File: config.mk
export PLATFORM = sky130hd
export DESIGN_NAME = matrix_vector_prod_par_flat
export DESIGN_NICKNAME = d
export VERILOG_FILES = /design/src/rtl/matrix_vector_prod_par_if.sv /design/src/rtl/matrix_vector_prod_par.sv /design/src/flat_wrapper.sv
export SDC_FILE = /design/constraint.sdc
export NUM_CORES = 2
export LEC_CHECK = 0
export ABC_AREA = 0
export BUFFER_PORTS_ARGS = -buffer_cell sky130_fd_sc_hd__buf_2
export CAP_MARGIN = 30
export CORE_MARGIN = 10
export CORE_UTILIZATION = 60
export DETAILED_ROUTE_END_ITERATION = 10
export GPL_TIMING_DRIVEN = 0
export PLACE_DENSITY = 0.82
export SLEW_MARGIN = 10
export SYNTH_ARGS = -nofsm -noshare
export SYNTH_HDL_FRONTEND = slang
export SYNTH_SLANG_ARGS = --single-unit
File: constraint.sdc
create_clock -name clk -period 20.8 [get_ports clk]
set_input_delay 1.04 -clock clk [delete_from_list [all_inputs] [get_ports clk]]
set_output_delay 1.04 -clock clk [all_outputs]
set_load 0.02 [all_outputs]
File: src/rtl/matrix_vector_prod_par_if.sv
// Operand/result handshake bundle for matrix_vector_prod_par.
// The master side drives operands and o_ready; the slave side is the compute block.
interface matrix_vector_prod_par_if #(
  parameter int unsigned N = 4,
  parameter int unsigned W = 16
);
  logic             i_valid;
  logic             i_ready;
  logic             i_transpose;
  logic [N*N*W-1:0] i_matrix;
  logic [N*W-1:0]   i_vector;
  logic [N*W-1:0]   o_product;
  logic             o_overflow;
  logic             o_valid;
  logic             o_ready;

  modport master (
    output i_valid, i_transpose, i_matrix, i_vector, o_ready,
    input  i_ready, o_product, o_overflow, o_valid
  );

  modport slave (
    input  i_valid, i_transpose, i_matrix, i_vector, o_ready,
    output i_ready, o_product, o_overflow, o_valid
  );
endinterface

File: src/rtl/matrix_vector_prod_par.sv
// NxN signed fixed-point matrix-vector product (optionally transposed) using LANES MACs
// per cycle, with round-half-up, saturation and valid/ready handshakes on both sides.
module matrix_vector_prod_par #(
  parameter int unsigned N     = 4,
  parameter int unsigned W     = 16,
  parameter int unsigned FRAC  = 8,
  parameter int unsigned LANES = 1
) (
  input  logic                     clk,
  input  logic                     rst,
  matrix_vector_prod_par_if.slave  io_bus
);

  localparam int unsigned G  = N / LANES;
  localparam int unsigned AW = 2 * W + $clog2(N);
  localparam int unsigned RW = (N > 1) ? $clog2(N) : 1;
  localparam int unsigned GW = (G > 1) ? $clog2(G) : 1;

  localparam logic signed [AW-1:0] Rnd  = AW'((64'd1 << FRAC) >> 1);
  localparam logic signed [AW-1:0] YMax = {{(AW-W+1){1'b0}}, {(W-1){1'b1}}};
  localparam logic signed [AW-1:0] YMin = {{(AW-W+1){1'b1}}, {(W-1){1'b0}}};

  if ((LANES == 0) || (N < 2) || (FRAC >= W) || ((N % LANES) != 0)) begin : g_param_check
    $error("matrix_vector_prod_par: need N>=2, FRAC<W and N a multiple of LANES");
  end

  typedef enum logic [1:0] {StIdle, StCompute, StDone} state_e;

  state_e r_state, w_state_d;

  logic [N*N*W-1:0]     r_mat;
  logic [N*W-1:0]       r_vec;
  logic                 r_trans;
  logic signed [AW-1:0] r_acc;
  logic [RW-1:0]        r_row;
  logic [GW-1:0]        r_grp;
  logic [N*W-1:0]       r_res;
  logic [N*W-1:0]       r_prod;
  logic                 r_ovf_wip;
  logic                 r_ovf;

  logic                   w_i_ready;
  logic                   w_accept;
  logic                   w_last_grp;
  logic                   w_last_step;
  logic signed [W-1:0]    w_m [N][N];
  logic signed [W-1:0]    w_v [N];
  logic [RW-1:0]          w_col [LANES];
  logic signed [W-1:0]    w_a [LANES];
  logic signed [2*W-1:0]  w_p [LANES];
  logic signed [AW-1:0]   w_sum;
  logic signed [AW-1:0]   w_acc_sum;
  logic signed [AW-1:0]   w_rnd;
  logic signed [AW-1:0]   w_shift;
  logic                   w_sat;
  logic [W-1:0]           w_y;
  logic [N*W-1:0]         w_res_d;

  always_comb begin
    for (int r = 0; r < N; r++) begin
      w_v[r] = r_vec[r*W +: W];
      for (int c = 0; c < N; c++) begin
        w_m[r][c] = r_mat[(r*N+c)*W +: W];
      end
    end
  end

  // Lane l of group g works on column g*LANES+l; transpose just swaps the indices.
  for (genvar l = 0; l < LANES; l++) begin : g_lane
    assign w_col[l] = RW'(int'(r_grp) * int'(LANES) + l);
    assign w_a[l]   = r_trans ? w_m[w_col[l]][r_row] : w_m[r_row][w_col[l]];
    assign w_p[l]   = w_a[l] * w_v[w_col[l]];
  end

  always_comb begin
    w_sum = '0;
    for (int l = 0; l < LANES; l++) begin
      w_sum = w_sum + AW'(w_p[l]);
    end
  end

  assign w_acc_sum   = r_acc + w_sum;
  assign w_rnd       = w_acc_sum + Rnd;
  assign w_shift     = w_rnd >>> FRAC;
  assign w_sat       = (w_shift > YMax) || (w_shift < YMin);
  assign w_y         = (w_shift > YMax) ? YMax[W-1:0] :
                       (w_shift < YMin) ? YMin[W-1:0] : w_shift[W-1:0];
  assign w_last_grp  = (r_grp == GW'(G - 1));
  assign w_last_step = w_last_grp && (r_row == RW'(N - 1));
  assign w_accept    = io_bus.i_valid && w_i_ready;

  always_comb begin
    w_res_d = r_res;
    for (int r = 0; r < N; r++) begin
      if (int'(r_row) == r) begin
        w_res_d[r*W +: W] = w_y;
      end
    end
  end

  always_comb begin
    w_state_d = r_state;
    w_i_ready = 1'b0;
    unique case (r_state)
      StIdle: begin
        w_i_ready = 1'b1;
        if (io_bus.i_valid) w_state_d = StCompute;
      end
      StCompute: begin
        if (w_last_step) w_state_d = StDone;
      end
      StDone: begin
        w_i_ready = io_bus.o_ready;
        if (io_bus.o_ready) w_state_d = io_bus.i_valid ? StCompute : StIdle;
      end
      default: w_state_d = StIdle;
    endcase
  end

  always_ff @(posedge clk or negedge rst) begin
    if (!rst) begin
      r_state <= StIdle;
    end else begin
      r_state <= w_state_d;
    end
  end

  always_ff @(posedge clk or negedge rst) begin
    if (!rst) begin
      r_mat     <= '0;
      r_vec     <= '0;
      r_trans   <= 1'b0;
      r_acc     <= '0;
      r_row     <= '0;
      r_grp     <= '0;
      r_res     <= '0;
      r_prod    <= '0;
      r_ovf_wip <= 1'b0;
      r_ovf     <= 1'b0;
    end else if (w_accept) begin
      r_mat     <= io_bus.i_matrix;
      r_vec     <= io_bus.i_vector;
      r_trans   <= io_bus.i_transpose;
      r_acc     <= '0;
      r_row     <= '0;
      r_grp     <= '0;
      r_ovf_wip <= 1'b0;
      r_ovf     <= 1'b0;
    end else if (r_state == StCompute) begin
      if (w_last_grp) begin
        // Rows build up in r_res so o_product keeps the previous result until done.
        r_acc     <= '0;
        r_grp     <= '0;
        r_res     <= w_res_d;
        r_ovf_wip <= r_ovf_wip | w_sat;
        r_row     <= w_last_step ? '0 : r_row + RW'(1);
        if (w_last_step) begin
          r_prod <= w_res_d;
          r_ovf  <= r_ovf_wip | w_sat;
        end
      end else begin
        r_acc <= w_acc_sum;
        r_grp <= r_grp + GW'(1);
      end
    end
  end

  assign io_bus.i_ready    = w_i_ready;
  assign io_bus.o_valid    = (r_state == StDone);
  assign io_bus.o_product  = r_prod;
  assign io_bus.o_overflow = r_ovf;

endmodule
File: src/flat_wrapper.sv
// flat-port wrapper written by rule: the top's interface ports become plain ports
module matrix_vector_prod_par_flat 
#(
  parameter int unsigned N     = 4,
  parameter int unsigned W     = 16,
  parameter int unsigned FRAC  = 8,
  parameter int unsigned LANES = 1
)
  (clk, rst, io_bus_i_valid, io_bus_i_transpose, io_bus_i_matrix, io_bus_i_vector, io_bus_o_ready, io_bus_i_ready, io_bus_o_product, io_bus_o_overflow, io_bus_o_valid);
  matrix_vector_prod_par_if #(.N(N), .W(W)) io_bus_i ();
  input  logic clk;
  input  logic rst;
  input wire logic [$bits(io_bus_i.i_valid)-1:0] io_bus_i_valid;
  input wire logic [$bits(io_bus_i.i_transpose)-1:0] io_bus_i_transpose;
  input wire logic [$bits(io_bus_i.i_matrix)-1:0] io_bus_i_matrix;
  input wire logic [$bits(io_bus_i.i_vector)-1:0] io_bus_i_vector;
  input wire logic [$bits(io_bus_i.o_ready)-1:0] io_bus_o_ready;
  output wire logic [$bits(io_bus_i.i_ready)-1:0] io_bus_i_ready;
  output wire logic [$bits(io_bus_i.o_product)-1:0] io_bus_o_product;
  output wire logic [$bits(io_bus_i.o_overflow)-1:0] io_bus_o_overflow;
  output wire logic [$bits(io_bus_i.o_valid)-1:0] io_bus_o_valid;
  assign io_bus_i.i_valid = io_bus_i_valid;
  assign io_bus_i.i_transpose = io_bus_i_transpose;
  assign io_bus_i.i_matrix = io_bus_i_matrix;
  assign io_bus_i.i_vector = io_bus_i_vector;
  assign io_bus_i.o_ready = io_bus_o_ready;
  assign io_bus_i_ready = io_bus_i.i_ready;
  assign io_bus_o_product = io_bus_i.o_product;
  assign io_bus_o_overflow = io_bus_i.o_overflow;
  assign io_bus_o_valid = io_bus_i.o_valid;
  matrix_vector_prod_par #(.N(N), .W(W), .FRAC(FRAC), .LANES(LANES)) u_core (.clk(clk), .rst(rst), .io_bus(io_bus_i));
endmodule
# After elaboration in Yosys (flattened, before gate mapping)
# Cells that the tools add are included.
# word_totals
ff_bits	491
input_bits	325
out_inout_bits	67
# op_classes
addsub	4
n_mul	1
magnitude_cmp	4
eq_ne	10
muxes	45
bitwise	4
n_reduce_logical	13
# ops
cell	n
$bmux 64 s2	2
$mux 64	4
$mux 16	13
$mux 34	3
$bmux 16 s2	3
$add 34x32->34	1
$add 34x9->34 const B	1
$mul 16x16->32	1
$gt 26x16->1 const B	1
$lt 26x16->1 const B	1
$mux 2	10
$eq 2x2->1 const B	5
$reduce_and 3->1	3
$mux 1	8
$ge 3x3->1 const B	2
$not 2->3	2
$pmux 2 s3	1
$reduce_bool 2->1	3
$add 2x1->2 const B	2
$eq 2x1->1 const B	2
$logic_not 2->1	2
$ne 2x2->1 const B	2
$reduce_and 4->1	1
$logic_and 1x1->1	2
6 further kinds	6

# Depth between registers and ports, before layout
# depth
depth_word	18
ltp_mapped	39

# Worst setup path after synthesis
# No wires, ideal clock.
# synth_path
path_kind	reg2reg
from	reg u_core.r_grp[0]
to	reg u_core.r_prod[59], in the netlist u_core.io_bus.o_product[59]
setup_time_ns	0.137
arrival_time_ns	10.354
path_slack_ns	10.309
path_stages_with_launch	36
n_path_buf	10
synth_period_minus_slack_ns	10.491
cell_sequence	dfrtp_1 clkbuf_1 clkbuf_1 clkbuf_1 buf_1 clkbuf_1 buf_1 nand2_1 o21ai_1 clkbuf_1 nor2_1 fa_1 inv_1 fa_1 fa_1 fa_1 inv_1 fa_1 fa_1 ha_1 clkbuf_1 nand2_1 a21oi_1 a21o_2 a21boi_2 nor4_1 or4_1 clkbuf_1 or4_4 nor4_4 nand4_2 xnor2_2 a31o_4 nand2_1 clkbuf_1 o21ai_0
# synth_via
elab_chain_len	15
elab_cells_between_ends	25
classes_between	add/sub (2); mul (1); order compare (2); eq/ne (1); mux (16); bitwise (1); reduce/logical (2)
# synth_lines
item	line	source
start, declared	matrix_vector_prod_par.sv:36	logic [GW-1:0] r_grp;
start signal, assigned	matrix_vector_prod_par.sv:163	r_grp <= r_grp + GW'(1);
$not 2->3 (not written as such)	matrix_vector_prod_par.sv:71, matrix_vector_prod_par.sv:72	
$bmux 64 s2	matrix_vector_prod_par.sv:71	assign w_a[l] = r_trans ? w_m[w_col[l]][r_row] : w_m[r_row][w_col[l]];
$mux 64 (not written as such) (2 in series)	matrix_vector_prod_par.sv:71	
$bmux 16 s2	matrix_vector_prod_par.sv:71	
$mux 16 (not written as such) (2 in series)	matrix_vector_prod_par.sv:71	
$mux 16	matrix_vector_prod_par.sv:71	
$mul 16x16->32	matrix_vector_prod_par.sv:72	assign w_p[l] = w_a[l] * w_v[w_col[l]];
$add 34x32->34	matrix_vector_prod_par.sv:82	assign w_acc_sum = r_acc + w_sum;
$add 34x9->34	matrix_vector_prod_par.sv:83	assign w_rnd = w_acc_sum + Rnd;
$lt 26x16->1	matrix_vector_prod_par.sv:87	(w_shift < YMin) ? YMin[W-1:0] : w_shift[W-1:0];
$mux 16	matrix_vector_prod_par.sv:87	
$mux 16	matrix_vector_prod_par.sv:86	assign w_y = (w_shift > YMax) ? YMax[W-1:0] :
$mux 16	matrix_vector_prod_par.sv:95	if (int'(r_row) == r) begin
end signal, assigned	matrix_vector_prod_par.sv:158	r_prod <= w_res_d;
end, declared	matrix_vector_prod_par.sv:38	logic [N*W-1:0] r_prod;
# Several ways; a longest one is shown, not always the timed one. The select of a mux whose other input is x is not followed.
# A chain may end at the register's enable or synchronous reset.

# Final worst setup path
# layout_path
from	reg u_core.r_grp[1]
to	reg u_core.r_res[18]
# layout_via
elab_chain_len	15
elab_cells_between_ends	24
classes_between	add/sub (2); mul (1); order compare (2); eq/ne (1); mux (16); bitwise (1); reduce/logical (1)
# layout_lines
item	line	source
$not 2->3 (not written as such)	matrix_vector_prod_par.sv:71, matrix_vector_prod_par.sv:72	
$bmux 64 s2	matrix_vector_prod_par.sv:71	
$mux 64 (not written as such) (2 in series)	matrix_vector_prod_par.sv:71	
$bmux 16 s2	matrix_vector_prod_par.sv:71	
$mux 16 (not written as such) (2 in series)	matrix_vector_prod_par.sv:71	
$mux 16	matrix_vector_prod_par.sv:71	
$mul 16x16->32	matrix_vector_prod_par.sv:72	
$add 34x32->34	matrix_vector_prod_par.sv:82	
$add 34x9->34	matrix_vector_prod_par.sv:83	
$lt 26x16->1	matrix_vector_prod_par.sv:87	
$mux 16	matrix_vector_prod_par.sv:87	
$mux 16	matrix_vector_prod_par.sv:86	
$mux 16	matrix_vector_prod_par.sv:95	
end signal, assigned	matrix_vector_prod_par.sv:154	r_res <= w_res_d;
end, declared	matrix_vector_prod_par.sv:37	logic [N*W-1:0] r_res;
# Several ways; a longest one is shown, not always the timed one. The select of a mux whose other input is x is not followed.

==> results.ini <==
[run_status]
status = finished, final reports clean

[detailed_routing]
drtIter0Drc = 3663
via_per_inst = 6.22
wirelength_mm = 121
wl_per_cell_um = 25.2
route.detailed.drc = 0
detail-route-antenna-nets = 0
dr.pass1.iters = 6
num_vias = 29800

[worst_setup_path]
cp_common_cell = fa_1
critical_path_buf_inv_count = 9
crit_path_start_kind = flip-flop
end_kind = flip-flop
reg2reg_setup_slack_ps = 6200
cp.arrival_ps = 15040
r2r_cells = 33
cpLargestDelayFamily = buffers and inverters
crit_required_ps = 21230
slowest_delay_ps = 900
cp_slowest_cell = a21oi_1
r2r-start = u_core.r_grp[1]
crit_type = reg -> reg
path_max_fanout = 10
r2r_end = u_core.r_res[18]

[grt]
grt_pass1_vias = 31500
grt_max_degree = 99
overflow = 0
grt_pass1_wl_mm = 184
grt_antenna_before_repair = 13
gr-usage-all-layers_pct = 36.1

[clock_tree]
clock_sinks = 475
insertion_delay_ps = 630
htree_levels = 2
cts.reportedPaths.clkPinSlew_ps = 60
clockRootBuffer = clkbuf_16
cts_max_path_buffers = 3
ctsResizeCount = 0
cts_made_buffers = 51
cts_tree = yes
postCtsSetupBuffers = 0
cts_hold_buf = 0

[layout]
final_nets = 4731
fill_cells = 4154
area_delta_synth_final_pct = 14.8
drive_above_1_share_pct = 18.6

[synthesis]
yosysTopAreaCell = dfrtp_1
synth_edf_count = 0
synth_ff_type = dfrtp_1
synth-async-reset-ratio_pct = 100
syn-num-nets = 4256
yosysSeqAreaShare_pct = 34.4
ys_warn_count = 0
yosys.area.top_type_share_pct = 34.4
syn_area_mm2 = 0.0345
avgSynthCellArea_um2 = 9.81
synthTopCellsByArea = dfrtp_1 (34%), fa_1 (18%), nand2_1 (12%)
syn_inst = 3518
synthDistinctLibCells = 78
ys_seq_elements = 475

[timing]
fin_setup_tns_ps = 0
setup_viol = 0
fmax_ghz = 0.0685
tightest_slew_ps = 1100
slew_viol_final = 0
rsz0062_at_grt = no
slew_headroom_pct = 26.4
period_needed_ps = 14600
hold_viol = 0
post-route-period-util_pct = 70.2
skew_ps = 41.6

[floorplan]
die_x_um = 260
dieHeight_um = 260
core_mm2 = 0.0567
die_area_mm2 = 0.0675
rows = 87
initial_core_util_pct = 60.8
io_pins = 392

[placement]
port_buffers = 391
gp_congestion = 1.02
dp_hpwl_mm = 93.5

[hold_path]
hp-class = in -> async

[job]
drv_cap = 0

cells by family after synthesis:
group | count (synthesis) | share of synthesized area [%]
AND/OR/NAND/NOR | 1508 | 18.4
AO/OA/AOI/OAI | 350 | 6.51
buffers and inverters | 516 | 5.67
adder cells (fa/ha/maj) | 413 | 21.6
flip-flops | 475 | 34.4
multiplexers | 208 | 12.1
XOR/XNOR | 48 | 1.24
per-layer routing:
layer	vias up	wire length, µm	global-route usage, %
li1	12400	-	-
met4	14	8460	21.6
met2	2175	55200	55.6
met5	-	95	0
met3	519	15900	11.6
met1	14800	41000	44.2
how the worst max path moves through the flow:
stage,from,endpoint,slack [ps],depth (start not counted)
6_report,u_core.r_grp[1],u_core.r_res[18],6200,33
4_1_cts,u_core.r_grp[1],u_core.r_res[18],6800,33
2_1_floorplan,u_core.r_grp[0],u_core.io_bus.o_product[59],10310,35
3_3_place_gp,u_core.r_grp[0],u_core.r_res[36],6320,33
5_1_grt,u_core.r_grp[1],u_core.r_res[18],5960,33
3_5_place_dp,u_core.r_grp[1],u_core.r_res[18],6920,33
final cells by class:
class	count	area [µm²]	area share [%]
well taps	756	946	2.39
inverters	318	1190	3.01
clock buffers	72	1470	3.70
plain buffers	198	763	1.93
multi-input cells	2527	20700	52.2
flip-flops and latches	475	11900	30.0
diodes	5	12.5	0.0316
repair buffers	422	2390	6.04
clock inverters	21	270	0.683
through the flow:
stage / hold slack, ps / worst slack, ps / instance area [µm²] / cells / utilization [%]
after floorplan: 440 / 10310 / 34500 / 3518 / -
after global placement: 453 / 6320 / 37400 / 4665 / 66.0
after detailed placement: 458 / 6920 / 37700 / 4683 / 66.5
after CTS: 476 / 6800 / 39400 / 4776 / 69.5
after global routing: 501 / 5960 / 39600 / 4791 / 69.8
final: 444 / 6200 / 39600 / 4794 / 69.8
cell usage in the layout, fill, tap and decap left out, drive strengths merged, types with 24 or more instances in the layout:
| cell | count |
|---|---|
| nor2b | 42 |
| a22o | 24 |
| a21oi | 48 |
| buf | 453 |
| a22oi | 42 |
| nor2 | 163 |
| fa | 306 |
| ha | 107 |
| inv | 319 |
| mux2i | 27 |
| dfrtp | 475 |
| nand2 | 1125 |
| o21ai | 154 |
| nand2b | 70 |
| xnor2 | 31 |
| mux4 | 166 |
| clkbuf | 239 |
cell usage after synthesis (4+ instances only):
| master | number |
|---|---|
| a211oi_1 | 4 |
| a21o_1 | 13 |
| a21oi_1 | 46 |
| a22o_1 | 24 |
| a22oi_1 | 42 |
| a31oi_1 | 5 |
| and2_1 | 17 |
| and3_1 | 6 |
| buf_1 | 20 |
| buf_2 | 10 |
| clkbuf_1 | 167 |
| dfrtp_1 | 475 |
| fa_1 | 306 |
| ha_1 | 107 |
| inv_1 | 317 |
| mux2_2 | 15 |
| mux2i_1 | 27 |
| mux4_2 | 166 |
| nand2_1 | 1125 |
| nand2b_1 | 70 |
| nand3_1 | 14 |
| nand3_2 | 6 |
| nand4_1 | 14 |
| nor2_1 | 153 |
| nor2_4 | 10 |
| nor2b_1 | 42 |
| nor3_1 | 13 |
| nor3b_1 | 5 |
| nor4_1 | 4 |
| o2111ai_1 | 4 |
| o211ai_1 | 11 |
| o21a_1 | 6 |
| o21ai_0 | 53 |
| o21ai_1 | 100 |
| or2_2 | 15 |
| xnor2_1 | 30 |
| xor2_1 | 17 |
state kept, by name, indices dropped and copies added, names as in the netlist:
name / count
u_core.r_grp: 2
u_core.r_vec: 64
u_core.r_res: 48
u_core.io_bus.o_overflow: 1
u_core.r_state: 2
u_core.r_mat: 256
u_core.r_ovf_wip: 1
u_core.r_trans: 1
u_core.io_bus.o_product: 64
u_core.r_row: 2
u_core.r_acc: 34
Power is not shown: default switching activity piles up to over one toggle a cycle in this logic, so the estimate is an artifact.
